`src/rtl/Pipe_Buf_Reg_PKG.sv`:
```
// Shared types and constants for the data-memory arbiter.
package Pipe_Buf_Reg_PKG;

  // Arbiter FSM: serving the core, or holding the port while a debug read is in flight.
  typedef enum logic {
    S_CORE     = 1'b0,
    S_DBG_WAIT = 1'b1
  } arb_state_t;

  // Debug accesses are always full-word.
  localparam logic [2:0] DBG_FUNC3 = 3'b010;

  // Starvation counter width (STARVE_MAX up to 15).
  localparam int STARVE_W = 4;

  // Latency counter width (MEM_LAT up to 3).
  localparam int LAT_W = 2;

endpackage

```
`src/rtl/rdata_tracker.sv`:
```
// Tracks in-flight debug reads through the memory latency and returns their data.
module rdata_tracker #(
  parameter int DATA_W  = 32,
  parameter int MEM_LAT = 1
) (
  input  logic              clk,
  input  logic              reset,        // synchronous, active-low
  input  logic              issue_i,      // debug read issued this cycle
  input  logic [DATA_W-1:0] mem_rdata_i,
  output logic              rvalid_o,
  output logic [DATA_W-1:0] rdata_o
);

  logic [MEM_LAT-1:0] vld_q;
  logic [MEM_LAT-1:0] vld_d;
  logic [DATA_W-1:0]  hold_q;

  // Shift a token in on issue; it falls out the top MEM_LAT cycles later.
  always_comb begin
    vld_d    = vld_q << 1;
    vld_d[0] = issue_i;
  end

  // Valid pipeline; reset discards any read still in flight.
  always_ff @(posedge clk) begin
    if (!reset) begin
      vld_q <= '0;
    end else begin
      vld_q <= vld_d;
    end
  end

  // Keep the last returned word so dbg_rdata stays stable after the pulse.
  always_ff @(posedge clk) begin
    if (!reset) begin
      hold_q <= '0;
    end else if (rvalid_o) begin
      hold_q <= mem_rdata_i;
    end
  end

  // Memory data arrives in the completion cycle, so forward it directly then.
  assign rvalid_o = vld_q[MEM_LAT-1];
  assign rdata_o  = rvalid_o ? mem_rdata_i : hold_q;

endmodule

```
`src/rtl/dmem_arbiter.sv`:
```
// Shares the single data-memory port between the MEM stage and a debug/loader port.
// Core has priority; a starvation counter forces a debug grant after STARVE_MAX losses.
module dmem_arbiter
  import Pipe_Buf_Reg_PKG::*;
#(
  parameter int DATA_W     = 32,
  parameter int DM_ADDRESS = 9,
  parameter int MEM_LAT    = 1,
  parameter int STARVE_MAX = 4
) (
  input  logic                  clk,
  input  logic                  reset,       // synchronous, active-low
  // MEM stage
  input  logic                  core_rd,
  input  logic                  core_wr,
  input  logic [DM_ADDRESS-1:0] core_addr,
  input  logic [DATA_W-1:0]     core_wdata,
  input  logic [2:0]            core_func3,
  output logic                  core_stall,
  output logic [DATA_W-1:0]     core_rdata,
  // Debug / loader
  input  logic                  dbg_req,
  input  logic                  dbg_we,
  input  logic [DM_ADDRESS-1:0] dbg_addr,
  input  logic [DATA_W-1:0]     dbg_wdata,
  output logic                  dbg_gnt,
  output logic                  dbg_rvalid,
  output logic [DATA_W-1:0]     dbg_rdata,
  // Data memory
  output logic                  mem_rd,
  output logic                  mem_wr,
  output logic [DM_ADDRESS-1:0] mem_addr,
  output logic [DATA_W-1:0]     mem_wdata,
  output logic [2:0]            mem_func3,
  input  logic [DATA_W-1:0]     mem_rdata,
  // Observability
  output arb_state_t            arb_state
);

  // Debug handshake: the requester raises dbg_req with stable dbg_we/addr/wdata and
  // holds them until it sees dbg_gnt; the access is issued in the dbg_gnt cycle.
  // A read then returns exactly MEM_LAT cycles later with a one-cycle dbg_rvalid.
  // Dropping dbg_req before a grant withdraws the request.

  localparam logic NEED_WAIT = (MEM_LAT > 1);

  arb_state_t           state_q;
  logic [STARVE_W-1:0]  starve_q;
  logic [LAT_W-1:0]     lat_q;
  logic                 core_req;
  logic                 dbg_rd_issue;

  assign core_req     = core_rd | core_wr;
  assign dbg_rd_issue = dbg_gnt & ~dbg_we;
  assign core_rdata   = mem_rdata;
  assign arb_state    = state_q;

  // Grant decision and memory-port mux; everything is quiet while reset is low.
  always_comb begin
    dbg_gnt    = 1'b0;
    core_stall = 1'b0;
    mem_rd     = 1'b0;
    mem_wr     = 1'b0;
    mem_addr   = '0;
    mem_wdata  = '0;
    mem_func3  = '0;
    if (reset) begin
      case (state_q)
        S_CORE: begin
          dbg_gnt = dbg_req &&
                    (!core_req || starve_q == STARVE_W'(STARVE_MAX));
          if (dbg_gnt) begin
            core_stall = core_req;
            mem_rd     = ~dbg_we;
            mem_wr     = dbg_we;
            mem_addr   = dbg_addr;
            mem_wdata  = dbg_wdata;
            mem_func3  = DBG_FUNC3;
          end else if (core_req) begin
            mem_rd     = core_rd;
            mem_wr     = core_wr;
            mem_addr   = core_addr;
            mem_wdata  = core_wdata;
            mem_func3  = core_func3;
          end
        end
        S_DBG_WAIT: begin
          core_stall = core_req;
        end
        default: ;
      endcase
    end
  end

  // Arbiter FSM with starvation and read-latency counters.
  always_ff @(posedge clk) begin
    if (!reset) begin
      state_q  <= S_CORE;
      starve_q <= '0;
      lat_q    <= '0;
    end else begin
      if (dbg_gnt || !dbg_req) begin
        starve_q <= '0;
      end else if (starve_q != STARVE_W'(STARVE_MAX)) begin
        starve_q <= starve_q + STARVE_W'(1);
      end

      case (state_q)
        S_CORE: begin
          if (dbg_rd_issue && NEED_WAIT) begin
            state_q <= S_DBG_WAIT;
            lat_q   <= LAT_W'(1);
          end
        end
        S_DBG_WAIT: begin
          if (lat_q == LAT_W'(MEM_LAT - 1)) begin
            state_q <= S_CORE;
            lat_q   <= '0;
          end else begin
            lat_q   <= lat_q + LAT_W'(1);
          end
        end
        default: begin
          state_q <= S_CORE;
          lat_q   <= '0;
        end
      endcase
    end
  end

  rdata_tracker #(
    .DATA_W  (DATA_W),
    .MEM_LAT (MEM_LAT)
  ) u_rdata_tracker (
    .clk         (clk),
    .reset       (reset),
    .issue_i     (dbg_rd_issue),
    .mem_rdata_i (mem_rdata),
    .rvalid_o    (dbg_rvalid),
    .rdata_o     (dbg_rdata)
  );

endmodule

```
`config.mk`:
```
export PLATFORM = sky130hd
export DESIGN_NAME = dmem_arbiter
export DESIGN_NICKNAME = d
export VERILOG_FILES = /design/src/rtl/Pipe_Buf_Reg_PKG.sv /design/src/rtl/rdata_tracker.sv /design/src/rtl/dmem_arbiter.sv
export SDC_FILE = /design/constraint.sdc
export NUM_CORES = 1
export LEC_CHECK = 0
export BUFFER_PORTS_ARGS = -buffer_cell sky130_fd_sc_hd__buf_4
export CAP_MARGIN = 0
export CORE_MARGIN = 1.5
export CORE_UTILIZATION = 36
export CTS_CLUSTER_DIAMETER = 50
export DETAILED_ROUTE_END_ITERATION = 6
export PLACE_DENSITY_LB_ADDON = 0.1
export SETUP_SLACK_MARGIN = 0.05
export SLEW_MARGIN = 5
export SYNTH_ARGS = -nofsm -noshare
export SYNTH_HDL_FRONTEND = slang
export SYNTH_HIERARCHICAL = 1
export SYNTH_SLANG_ARGS = --single-unit
```
`constraint.sdc`:
```
create_clock -name clk -period 1.7 [get_ports clk]
set_clock_uncertainty 0.2 [all_clocks]
set_input_delay 0.34 -clock clk [delete_from_list [all_inputs] [get_ports clk]]
set_output_delay 0.34 -clock clk [all_outputs]
set_load 0.05 [all_outputs]
```
Word level (Yosys, flattened, before mapping)
Index checks and enable logic that the tools add are counted.

Reduce and logical (&&, ||, !) cells: 8. Equal/unequal tests: 2. Multiplexer cells: 28. $add $sub $neg: 2. Bitwise logic cells: 5.

Operator list (count): $mux W32 (5); $mux W9 (4); $mux W1 (13); $mux W3 (4); $add A4 B1 Y4 const B (1); $eq A4 B3 Y1 const B (1); $ne A4 B3 Y1 const B (1); $not A1 Y1 (3); $add A2 B1 Y2 const B (1); $logic_not A1 Y1 (2); $logic_not A2 Y1 (1); $logic_or A1 B1 Y1 (2); $mux W2 (1); $pmux W1 S2 (1); $reduce_and A2 Y1 (1); $reduce_or A2 Y1 (1); $and A1 B1 Y1 (1); $logic_and A1 B1 Y1 (1); $or A1 B1 Y1 (1).

Word-level logic and storage cells: 50. Flip-flop bits (word level): 40. Output and inout port bits: 114.

Depth between registers and ports, before layout
Word-level depth: 8. Mapped depth: 8.

By module
The synthesis kept the hierarchy.

By module, submodules not included: dmem_arbiter (instances 1, area each 1480.2 um^2, sequential area each 140.1 um^2, cells an instance 238); rdata_tracker (instances 1, area each 1427.6 um^2, sequential area each 660.6 um^2, cells an instance 105).

Worst setup path after synthesis
Ideal clock, no wire load.

Path kind: reg-to-output. Start: register state_q, in the netlist arb_state. End: output port mem_addr[1]. Path buffers: 2. Arrival time: 2.311 ns. Stages on the path, launching flop included: 6. Path slack: -1.151 ns. Cells stage by stage: dfxtp_1 buf_2 nor2b_2 clkbuf_1 nand2_1 o21ai_0.

Cells in the longest elaborated chain, start to end: 2.

RTL lines: start: declaration (line dmem_arbiter.sv:47) `arb_state_t state_q;`; start signal: assignment (line dmem_arbiter.sv:98) `state_q <= S_CORE;`; start signal: assignment (line dmem_arbiter.sv:111) `state_q <= S_DBG_WAIT;`; start signal: assignment (line dmem_arbiter.sv:117) `state_q <= S_CORE;`; $mux W9 (line dmem_arbiter.sv:68) `case (state_q)`; $mux W9 (line dmem_arbiter.sv:67) `if (reset) begin`; end: declaration (line dmem_arbiter.sv:32) `output logic [DM_ADDRESS-1:0] mem_addr,`.

Every way passes these cells.

Worst setup path after layout
Start: register starve_q[0]. End: output port mem_wdata[20].

Cells in the longest elaborated chain, start to end: 6.

RTL lines: start: declaration (line dmem_arbiter.sv:48) `logic [STARVE_W-1:0] starve_q;`; start signal: assignment (line dmem_arbiter.sv:105) `starve_q <= starve_q + STARVE_W'(1);`; $eq A4 B3 Y1 (line dmem_arbiter.sv:71) `(!core_req || starve_q == STARVE_W'(STARVE_MAX));`; $logic_or A1 B1 Y1 (line dmem_arbiter.sv:71); $logic_and A1 B1 Y1 (line dmem_arbiter.sv:70) `dbg_gnt = dbg_req &&`; $mux W32 (line dmem_arbiter.sv:72) `if (dbg_gnt) begin`; $mux W32 (line dmem_arbiter.sv:68); $mux W32 (line dmem_arbiter.sv:67); end: declaration (line dmem_arbiter.sv:33) `output logic [DATA_W-1:0] mem_wdata,`.

Every way passes these cells.

==> results.json <==
{
  "route.detailed.drc": 0,
  "grt_pass1_vias": 3496,
  "synth_area_um2": 2910,
  "row_count": 32,
  "drt_iter0_markers": 88,
  "setup_viol": 81,
  "failed_checks": "setup timing",
  "cts_root_buffer": "clkbuf_8",
  "finalCritPeriodShare_pct": 132,
  "end_kind": "output pin",
  "path_cells": "inv_2, ha_4, nand4b_4, a21boi_4, buf_6, buf_12, o21ai_4, buf_6",
  "hold_buffers": 0,
  "fin_crit_ns": 2.24,
  "coreArea_um2": 7770,
  "synth_top_cell_area_share_pct": 27.5,
  "synth_nets": 470,
  "clk_latency_ns": 0.28,
  "cp_slowest_cell": "dfxtp_2",
  "hold_path_end": "u_rdata_tracker/rvalid_o",
  "portBuffers": 236,
  "drive_gt1_share_pct": 69.1,
  "start_util_pct": 37.4,
  "start_kind": "register",
  "place_ws_ns": -0.325,
  "fin_ws_ns": -0.540,
  "slowest_delay_ns": 0.33,
  "synthTopCellsByCount": "nand2_1 (47), nand4_1 (42), dfxtp_1 (40)",
  "rsz0062_at_grt": "true",
  "r2r_slack_ns": 0,
  "yosysWarnings": 6,
  "holdWs_ns": 0.187,
  "yosys-top-cells-area": "dfxtp_1 (28%), mux2_4 (15%), nand4_1 (9.0%)",
  "critical_path_class": "register to output pin",
  "min-delay-path-class": "input port to register",
  "htree_levels": 2,
  "numCtsBuffers": 5,
  "synth.distinct_cells": 37,
  "maxCapViolCount": 0,
  "vias": 3355,
  "synthCells": 343,
  "min_from": "dbg_we",
  "syn_to_final_growth_pct": 112,
  "total_power_uw": 2980,
  "dieHeight_um": 92.9,
  "antenna_found_initial": 0,
  "max_slew_margin_pct": 77.3,
  "worstMarginPinSlew_ns": 0.341,
  "p_leak_uw": 0.00284,
  "wire_per_inst_um": 16.7,
  "async_flop_share_pct": 0,
  "arrival_ns": 1.70,
  "grt_pass1_wl_mm": 17.1,
  "io-pin-count": 237,
  "hpwlAfterDp_mm": 7.28,
  "place_area_um2": 5220,
  "stdcell_area_um2": 6170,
  "status": "complete, but fails checks",
  "rr_worst_depth": 8,
  "power_density_nw_per_um2": 483,
  "viasPerCell": 4.93,
  "grt_max_degree": 43,
  "cp_max_fo": 8,
  "holdPathStages": 3,
  "synth_ff_type": "dfxtp_1",
  "avgSynthCellArea_um2": 8.48,
  "grt-ovfl-total": 0,
  "synth.largest_area_cell": "dfxtp_1",
  "synth_most_common_cell": "nand2_1",
  "r2r_end": "starve_q[0]",
  "die-area_um2": 8630,
  "synth_edf_count": 0,
  "clockBufferDepth": 2,
  "synth-seq-area-share_pct": 27.5,
  "global_route.usage.total_pct": 25.1,
  "cts_tree": "done",
  "rr_startpoint": "starve_q[0]",
  "fin_nets": 705,
  "routed_wl_mm": 11.4,
  "path_clk_slew_ns": 0.08,
  "n_antenna_cell": 0,
  "vdd_drop_max_uv": 465,
  "routabilityCongestion": 0.800,
  "hold_viol": 0,
  "ant_nets": 0,
  "synth-seq-cells": 40,
  "cts_sinks": 40,
  "crit_top_cell": "buf_6",
  "crit_required_ns": 1.16,
  "final_max_slew_viol_count": 0,
  "crit_start": "starve_q[0]",
  "die_w_um": 92.9,
  "fmax_ghz": 0.446,
  "dr.pass1.iters": 4
}
area by class of cell:
class                   count  area [um^2]
clock inverters             1         8.76
flip-flops and latches     40          811
fillers                   487         1590
inverters                   5         18.8
clock buffers               7         76.3
repair buffers            292         2910
multi-input cells         234         2220
well taps                 102          128
cell usage in the layout, fill, tap and decap left out, drive strengths merged:
cell    instances
inv             5
clkinv          1
o21ai          43
nand2b          1
mux2i           3
a31o            1
nor2            5
nand2          47
xnor2           1
a21oi           2
a32o            1
o32ai           2
a21boi          1
ha              4
a211oi          3
nor3b           1
and3            2
mux2           32
or2             1
buf           292
nand4b          1
nand3           3
nand4          42
nor3            1
nor2b           3
clkbuf          7
and2           33
nand3b          1
dfxtp          40
routing by layer:
metal	routed length, um	vias to the layer above	global-route usage (%)	share of wire [%]
met1	4090	1555	27.5	36
met2	6280	148	47.6	55
li1	-	1640	-	-
met3	812	12	6.08	7.1
met5	0	-	0	0
met4	179	0	6.69	1.6
cell families (layout without fill, tap and decap cells):
logic type	count (synthesis)	count (layout)	share of synthesized area (%)
simple gates	141	141	26.5
mux	35	35	17.3
fa+ha+maj	4	4	1.72
xor+xnor	1	1	0.301
flops	40	40	27.5
compound gates	53	53	10.2
buf+inv	69	305	16.5
state kept, by name (all words and copies together) (netlist names):
signal / flops
u_rdata_tracker/rvalid_o: 1
starve_q: 4
lat_q: 2
u_rdata_tracker/hold_q: 32
arb_state: 1
what timing repair did:
| item | 4_1_cts | 5_1_grt |
|---|---|---|
| setup buffers | 13 | 7 |
| endpoints found under the setup margin | 80 | 85 |
| gates cloned | 9 | 0 |
| pin swaps | 31 | 5 |
| resized for setup | 121 | 20 |
how the worst max path moves through the flow:
stage	end
after floorplan	core_stall
after global placement	mem_addr[1]
after detailed placement	mem_wdata[31]
after CTS	mem_wdata[20]
after global routing	mem_wdata[26]
final	mem_wdata[20]
where the power goes:
part	internal, uW	total, uW	leakage, uW	switching (uW)
Clock	293	615	0.0000424	322
Sequential	941	945	0.000325	4.00
Combinational	610	1420	0.00247	810
Total	1840	2980	0.00284	1140
stage by stage:
stage	utilization, %	cells	setup TNS, ns
6_report	79.5	681	-31.69
3_3_place_gp	67.2	647	-12.03
4_1_cts	78.5	677	-32.25
2_1_floorplan	-	343	-11.91
5_1_grt	79.5	681	-36.55
3_5_place_dp	67.2	647	-13.41
critical path: cells and delay by family (launching register included):
kind / cells / cell delay [ns]
buf+inv: 4 / 0.54
compound gates: 2 / 0.30
simple gates: 1 / 0.10
flops: 1 / 0.33
fa+ha+maj: 1 / 0.15
No activity file was read; power rests on OpenSTA's default activity.
